### src/rtl/demux2_stream.sv
// demux2_stream
// -------------
// Registered 1-to-2 stream demultiplexer. A single producer offers words on
// a valid/ready stream together with a per-word select bit; each accepted
// word is parked in a one-entry output register and presented on exactly one
// of two consumer channels. Per-port wrapping delivery counters are provided
// for bring-up.
//
// Parameters
//   WIDTH    data word width in bits
//   CNT_W    width of each delivery counter
//
// Ports
//   CLK        clock, all state changes on the rising edge
//   RESET      synchronous active-high reset
//   I_data     input word
//   I_valid    input word present
//   I_ready    block can take a word this cycle
//   S          select, captured with I_data (1 -> port 0, 0 -> port 1)
//   O0_data    port 0 word (zero when O0_valid is low)
//   O0_valid   port 0 word present
//   O0_ready   port 0 consumer accepts
//   O1_data    port 1 word (zero when O1_valid is low)
//   O1_valid   port 1 word present
//   O1_ready   port 1 consumer accepts
//   count0     words delivered on port 0, wrapping
//   count1     words delivered on port 1, wrapping

module demux2_stream #(
  parameter int WIDTH = 8,
  parameter int CNT_W = 8
) (
  input  logic             CLK,
  input  logic             RESET,
  input  logic [WIDTH-1:0] I_data,
  input  logic             I_valid,
  output logic             I_ready,
  input  logic             S,
  output logic [WIDTH-1:0] O0_data,
  output logic             O0_valid,
  input  logic             O0_ready,
  output logic [WIDTH-1:0] O1_data,
  output logic             O1_valid,
  input  logic             O1_ready,
  output logic [CNT_W-1:0] count0,
  output logic [CNT_W-1:0] count1
);

  // dest == 0 means the held word belongs to port 0
  logic             full;
  logic             dest;
  logic [WIDTH-1:0] hold;
  logic [CNT_W-1:0] cnt0;
  logic [CNT_W-1:0] cnt1;

  logic fire0;
  logic fire1;
  logic out_fire;
  logic in_fire;

  // Output decode: only the destination port sees the held word, the other
  // port is driven to zero so no stale data is ever visible.
  always_comb begin
    O0_valid = full & ~dest;
    O1_valid = full & dest;
    O0_data  = O0_valid ? hold : '0;
    O1_data  = O1_valid ? hold : '0;
  end

  // Handshake decode. Only the destination port's ready can drain the
  // register, so I_ready depends combinationally on that port alone; a word
  // leaving and a new one arriving in the same cycle gives full throughput.
  always_comb begin
    fire0    = O0_valid & O0_ready;
    fire1    = O1_valid & O1_ready;
    out_fire = fire0 | fire1;
    I_ready  = ~full | out_fire;
    in_fire  = I_valid & I_ready;
  end

  // Output register. A new accept takes priority over a drain so that a
  // simultaneous accept/drain refills the slot without a bubble. On a plain
  // drain hold/dest are left alone; they are masked by full anyway.
  always_ff @(posedge CLK) begin
    if (RESET) begin
      full <= 1'b0;
      dest <= 1'b0;
      hold <= '0;
    end else if (in_fire) begin
      hold <= I_data;
      dest <= ~S;
      full <= 1'b1;
    end else if (out_fire) begin
      full <= 1'b0;
    end
  end

  // Delivery counters, natural modulo-2^CNT_W wrap.
  always_ff @(posedge CLK) begin
    if (RESET) begin
      cnt0 <= '0;
      cnt1 <= '0;
    end else begin
      if (fire0) cnt0 <= cnt0 + 1'b1;
      if (fire1) cnt1 <= cnt1 + 1'b1;
    end
  end

  assign count0 = cnt0;
  assign count1 = cnt1;

endmodule

### config.mk
export PLATFORM = sky130hd
export DESIGN_NAME = demux2_stream
export DESIGN_NICKNAME = d
export VERILOG_FILES = /design/src/rtl/demux2_stream.sv
export SDC_FILE = /design/constraint.sdc
export NUM_CORES = 1
export LEC_CHECK = 0
export BUFFER_PORTS_ARGS = -buffer_cell sky130_fd_sc_hd__buf_4
export CAP_MARGIN = 20
export CELL_PAD_IN_SITES_DETAIL_PLACEMENT = 0
export CELL_PAD_IN_SITES_GLOBAL_PLACEMENT = 1
export CORE_AREA = 5 5 66 68
export CTS_CLUSTER_DIAMETER = 40
export DETAILED_ROUTE_END_ITERATION = 7
export DIE_AREA = 0 0 71 73
export PLACE_DENSITY_LB_ADDON = 0.1
export SLEW_MARGIN = 10
export SYNTH_ARGS = -nofsm -noshare
export SYNTH_HDL_FRONTEND = slang
export SYNTH_SLANG_ARGS = --single-unit
export TNS_END_PERCENT = 1
### constraint.sdc
create_clock -name CLK -period 2.3 [get_ports CLK]
set_clock_uncertainty 0.05 [all_clocks]
set_input_delay 0.46 -clock CLK [delete_from_list [all_inputs] [get_ports CLK]]
set_output_delay 0.46 -clock CLK [all_outputs]
set_load 0.02 [all_outputs]
==> Word level (Yosys, flattened, before mapping) <==
Cells that the tools add are included.
{ "totals": {"elab_cells": 22, "register_bits": 26, "out_inout_bits": 35, "inputBits": 14} }
{ "classes": {"n_addsub": 2, "mux": 4, "reduce_logical": 1, "n_bitwise": 10} }
{ "op_table": {"columns": ["cell", "count"], "rows": [
  ["adder 8 x 1 -> 8 bit (second input constant)", 2],
  ["2-to-1 mux 8 bit", 2],
  ["bitwise AND 1 bit", 5],
  ["NOT 1 bit", 3],
  ["2-to-1 mux 1 bit", 2],
  ["bitwise OR 1 bit", 2],
  ["nonzero test 2 bit", 1]
]} }

==> Longest topological paths before layout <==
{ "depth": {"word_depth": 7, "mapped_depth": 5, "ltp_nobuf": 4} }

==> Least setup slack after synthesis <==
OpenSTA, ideal clock, no wires.
{ "synth_timing": {"path_type": "register to output", "startpoint": "register full", "endpoint": "output port O0_data[0]", "required_ns": 1.790, "n_path_buf": 2, "stages_incl_launch_ff": 5, "arrival_ns": 1.255, "path_slack_ns": 0.535, "cell_sequence": "dfxtp_1 -> buf_2 -> and2b_2 -> clkbuf_1 -> and2_1"} }
{ "synth_via": {"elab_chain_cells": 2} }
{ "synth_rtl": {"columns": ["element", "line_no", "rtl"], "rows": [
  ["from (decl)", "50", "logic full;"],
  ["from (signal assigned)", "86", "full <= 1'b0;"],
  ["from (signal assigned)", "92", "full <= 1'b1;"],
  ["from (signal assigned)", "94", "full <= 1'b0;"],
  ["bitwise AND 1 bit", "64", "O0_valid = full & ~dest;"],
  ["net O0_valid", "40", "output logic O0_valid,"],
  ["2-to-1 mux 8 bit", "66", "O0_data = O0_valid ? hold : '0;"],
  ["to (decl)", "39", "output logic [WIDTH-1:0] O0_data,"]
]} }
The timed path passes the listed nets, and every way through them passes these cells.

==> Final worst setup path <==
{ "layout_timing": {"startpoint": "register dest", "endpoint": "output port O0_data[0]"} }
{ "layout_via": {"elab_chain_cells": 3} }
{ "layout_rtl": {"columns": ["element", "line_no", "rtl"], "rows": [
  ["from (decl)", "51", "logic dest;"],
  ["from (signal assigned)", "91", "dest <= ~S;"],
  ["NOT 1 bit", "64", null],
  ["bitwise AND 1 bit", "64", null],
  ["2-to-1 mux 8 bit", "66", null]
]} }
No other way between the ends.

==> impl_metrics.yaml <==
run_status:
  status: "complete, no violations"
logic_synthesis:
  ys_top_cells_by_count: "dfxtp_1, nand2b_1, a21oi_1, mux2i_1"
  synth_edf_count: 0
  syn_avg_cell_area_sq_um: 8.96
  synth_nets: 164
  ys_types: 31
  synthTopCellsByArea: "dfxtp_1, mux2i_1, nand2b_1"
  synthCells: 148
  yosysSeqAreaShare_pct: 39.2
  ys_ff_latch: 26
  yosys_warnings: 0
  yosysTopAreaCell: "dfxtp_1"
  synth_top_area_share_pct: 39.2
  synthArstFlopShare_pct: 0
  synthesis.area_sq_um: 1330
  synth_flop_cell: "dfxtp_1"
  synth_most_common_cell: "dfxtp_1"
min_path:
  hold_class: "primary input to register"
die:
  die_area_sq_um: 5180
  ios: 49
  die_w_um: 71
  num_rows: 23
  initial_core_util_pct: 34.9
  core_region_area_sq_um: 3800
  die_h_um: 73
detailed_routing:
  wirelength_um: 3220
  vias: 1189
  viasPerCell: 4.91
  drt_iter0_drc: 40
  wl_per_cell_um: 13.3
  first_pass_iters: 4
  ant_nets: 0
  drcViolationCount: 0
clocking:
  postCtsHoldBufs: 0
  tritoncts: "yes"
  htreeDepth: 1
  clk_path_buf_depth: 2
  clock_insertion_delay_worst_skew_ns: 0.26
  cts_resized: 0
  cts-buffers-inserted: 3
  cts_setup_buffers: 0
  root_buffer: "clkbuf_8"
  path_clk_slew_ns: 0.09
  clock_sinks: 26
power:
  clkPwrFrac_pct: 30.0
  powerDensity_nw_per_um2: 481
  leakage_nw: 0.786
  p_switching_mw: 0.210
  pwr-share-seq_pct: 56.6
  p_comb_share_pct: 13.4
  switching_share_pct: 24.8
  p_int_mw: 0.637
  ir_drop_v: 0.000171
critical_path:
  cp_num_buf_inv: 1
  critPathKind: "register to primary output"
  endpoint_kind: "primary output"
  cpPeakStageDelay_ns: 0.67
  path_delay_family: "flip-flops"
  cpMaxStageDelayCell: "dfxtp_1"
  start_kind: "register"
  cp.arrival_ns: 1.62
  crit_path_max_fanout: 16
  required_ns: 1.79
  crit_chain: "and2b_2 -> and2_1 -> buf_4"
run:
  drv_cap: 0
timing:
  timing_hold_violations_final: 0
  worstMarginPinSlew_ns: 0.535
  slew_headroom_pct: 64.3
  worst_slack_ns: 0.174
  maxSlewViolCount: 0
  fmax_mhz: 470
  setup_tns_ns: 0
  fin_crit_sh_pct: 92.4
  setup_viol: 0
  period_minus_slack_ns: 2.13
  rsz0062_at_grt: "no"
global_route:
  grt_usage_pct: 13.1
  grt_pass1_wl_um: 5510
  gr-total-overflow: 0
  antenna_found_initial: 0
  grt_pass1_vias: 1222
  grt_max_degree: 38
cells_and_area:
  antenna_cells: 0
  drive_gt1_share_pct: 31.3
  nets: 210
  area_growth_pct: 32.8
  utilization_pct: 46.4
  final_cell_count_no_fill: 242
placement:
  place_ws_ns: 0.475
  buffer_ports.inserted: 48
  dp_cells: 239
  hpwlAfterDp_um: 2360
  place_congestion: 0.742
-- worst register-to-register path, delay by kind of cell, from the launching register on --
kind                   cells  cell delay, ns
buffers and inverters      1            0.24
AO/OA/AOI/OAI              1            0.38
multiplexers               2            0.41
flip-flops                 1            0.67
-- placed cells by master (no fill, tap or decap), drive strengths merged, types with 6 or more instances in the layout --
master and count:
nor2 9, nand2 6, and3 8, nand2b 16, buf 50, dfxtp 26
and2 9, mux2i 10, a21oi 10
-- layout make-up --
cell class | count | area [sq um]
Clock buffer | 3 | 41.3
Timing Repair Buffer | 50 | 375
Fill cell | 404 | 2040
Tap cell | 50 | 62.6
Sequential cell | 26 | 520
Multi-Input combinational cell | 109 | 747
Inverter | 4 | 15.0
-- flip-flops by register name (all words and copies together) (netlist names) --
signal	cells
count0	8
count1	8
dest	1
full	1
hold	8
-- stage by stage --
stage | area [sq um] | power, mW | hold slack (ns)
2_1_floorplan | 1330 | 0.558 | 0.403
3_3_place_gp | 1720 | 0.603 | 0.423
3_5_place_dp | 1720 | 0.605 | 0.426
4_1_cts | 1760 | 0.863 | 0.354
5_1_grt | 1760 | 0.889 | 0.371
6_report | 1760 | 0.847 | 0.358
-- metal layers --
metal  track usage, %  part of all wire [%]
met1             15.5                    44
met2             23.3                    50
met3             3.03                   5.6
met4             4.38                  0.78
met5                0                     0
-- power by group through the flow --
| stage | logic [mW] | registers [mW] | clock network, mW |
|---|---|---|---|
| global placement | 0.113 | 0.490 | 0 |
| finish | 0.113 | 0.480 | 0.254 |
| global route | 0.126 | 0.482 | 0.281 |
| CTS | 0.116 | 0.480 | 0.268 |
| floorplan | 0.0726 | 0.485 | 0 |
| detailed placement | 0.116 | 0.489 | 0 |
-- final timing paths --
check / depth (start not counted) / end / startpoint / slack, ns
worst max register to register: 4 / hold[4] / dest / 0.49
worst min-delay path: 3 / full / I_valid / 0.36
worst min register to register: 2 / hold[0] / hold[0] / 0.44
worst max-delay path: 3 / O0_data[0] / dest / 0.17
-- logic make-up after synthesis --
| kind of cell | share of synthesized area, % |
|---|---|
| buffers and inverters | 4.43 |
| XOR/XNOR | 2.64 |
| adder cells (fa/ha/maj) | 1.89 |
| flip-flops | 39.2 |
| AO/OA/AOI/OAI | 8.40 |
| AND/OR/NAND/NOR | 33.0 |
| multiplexers | 10.4 |
Note: power is estimated with default switching activity, not from simulation.
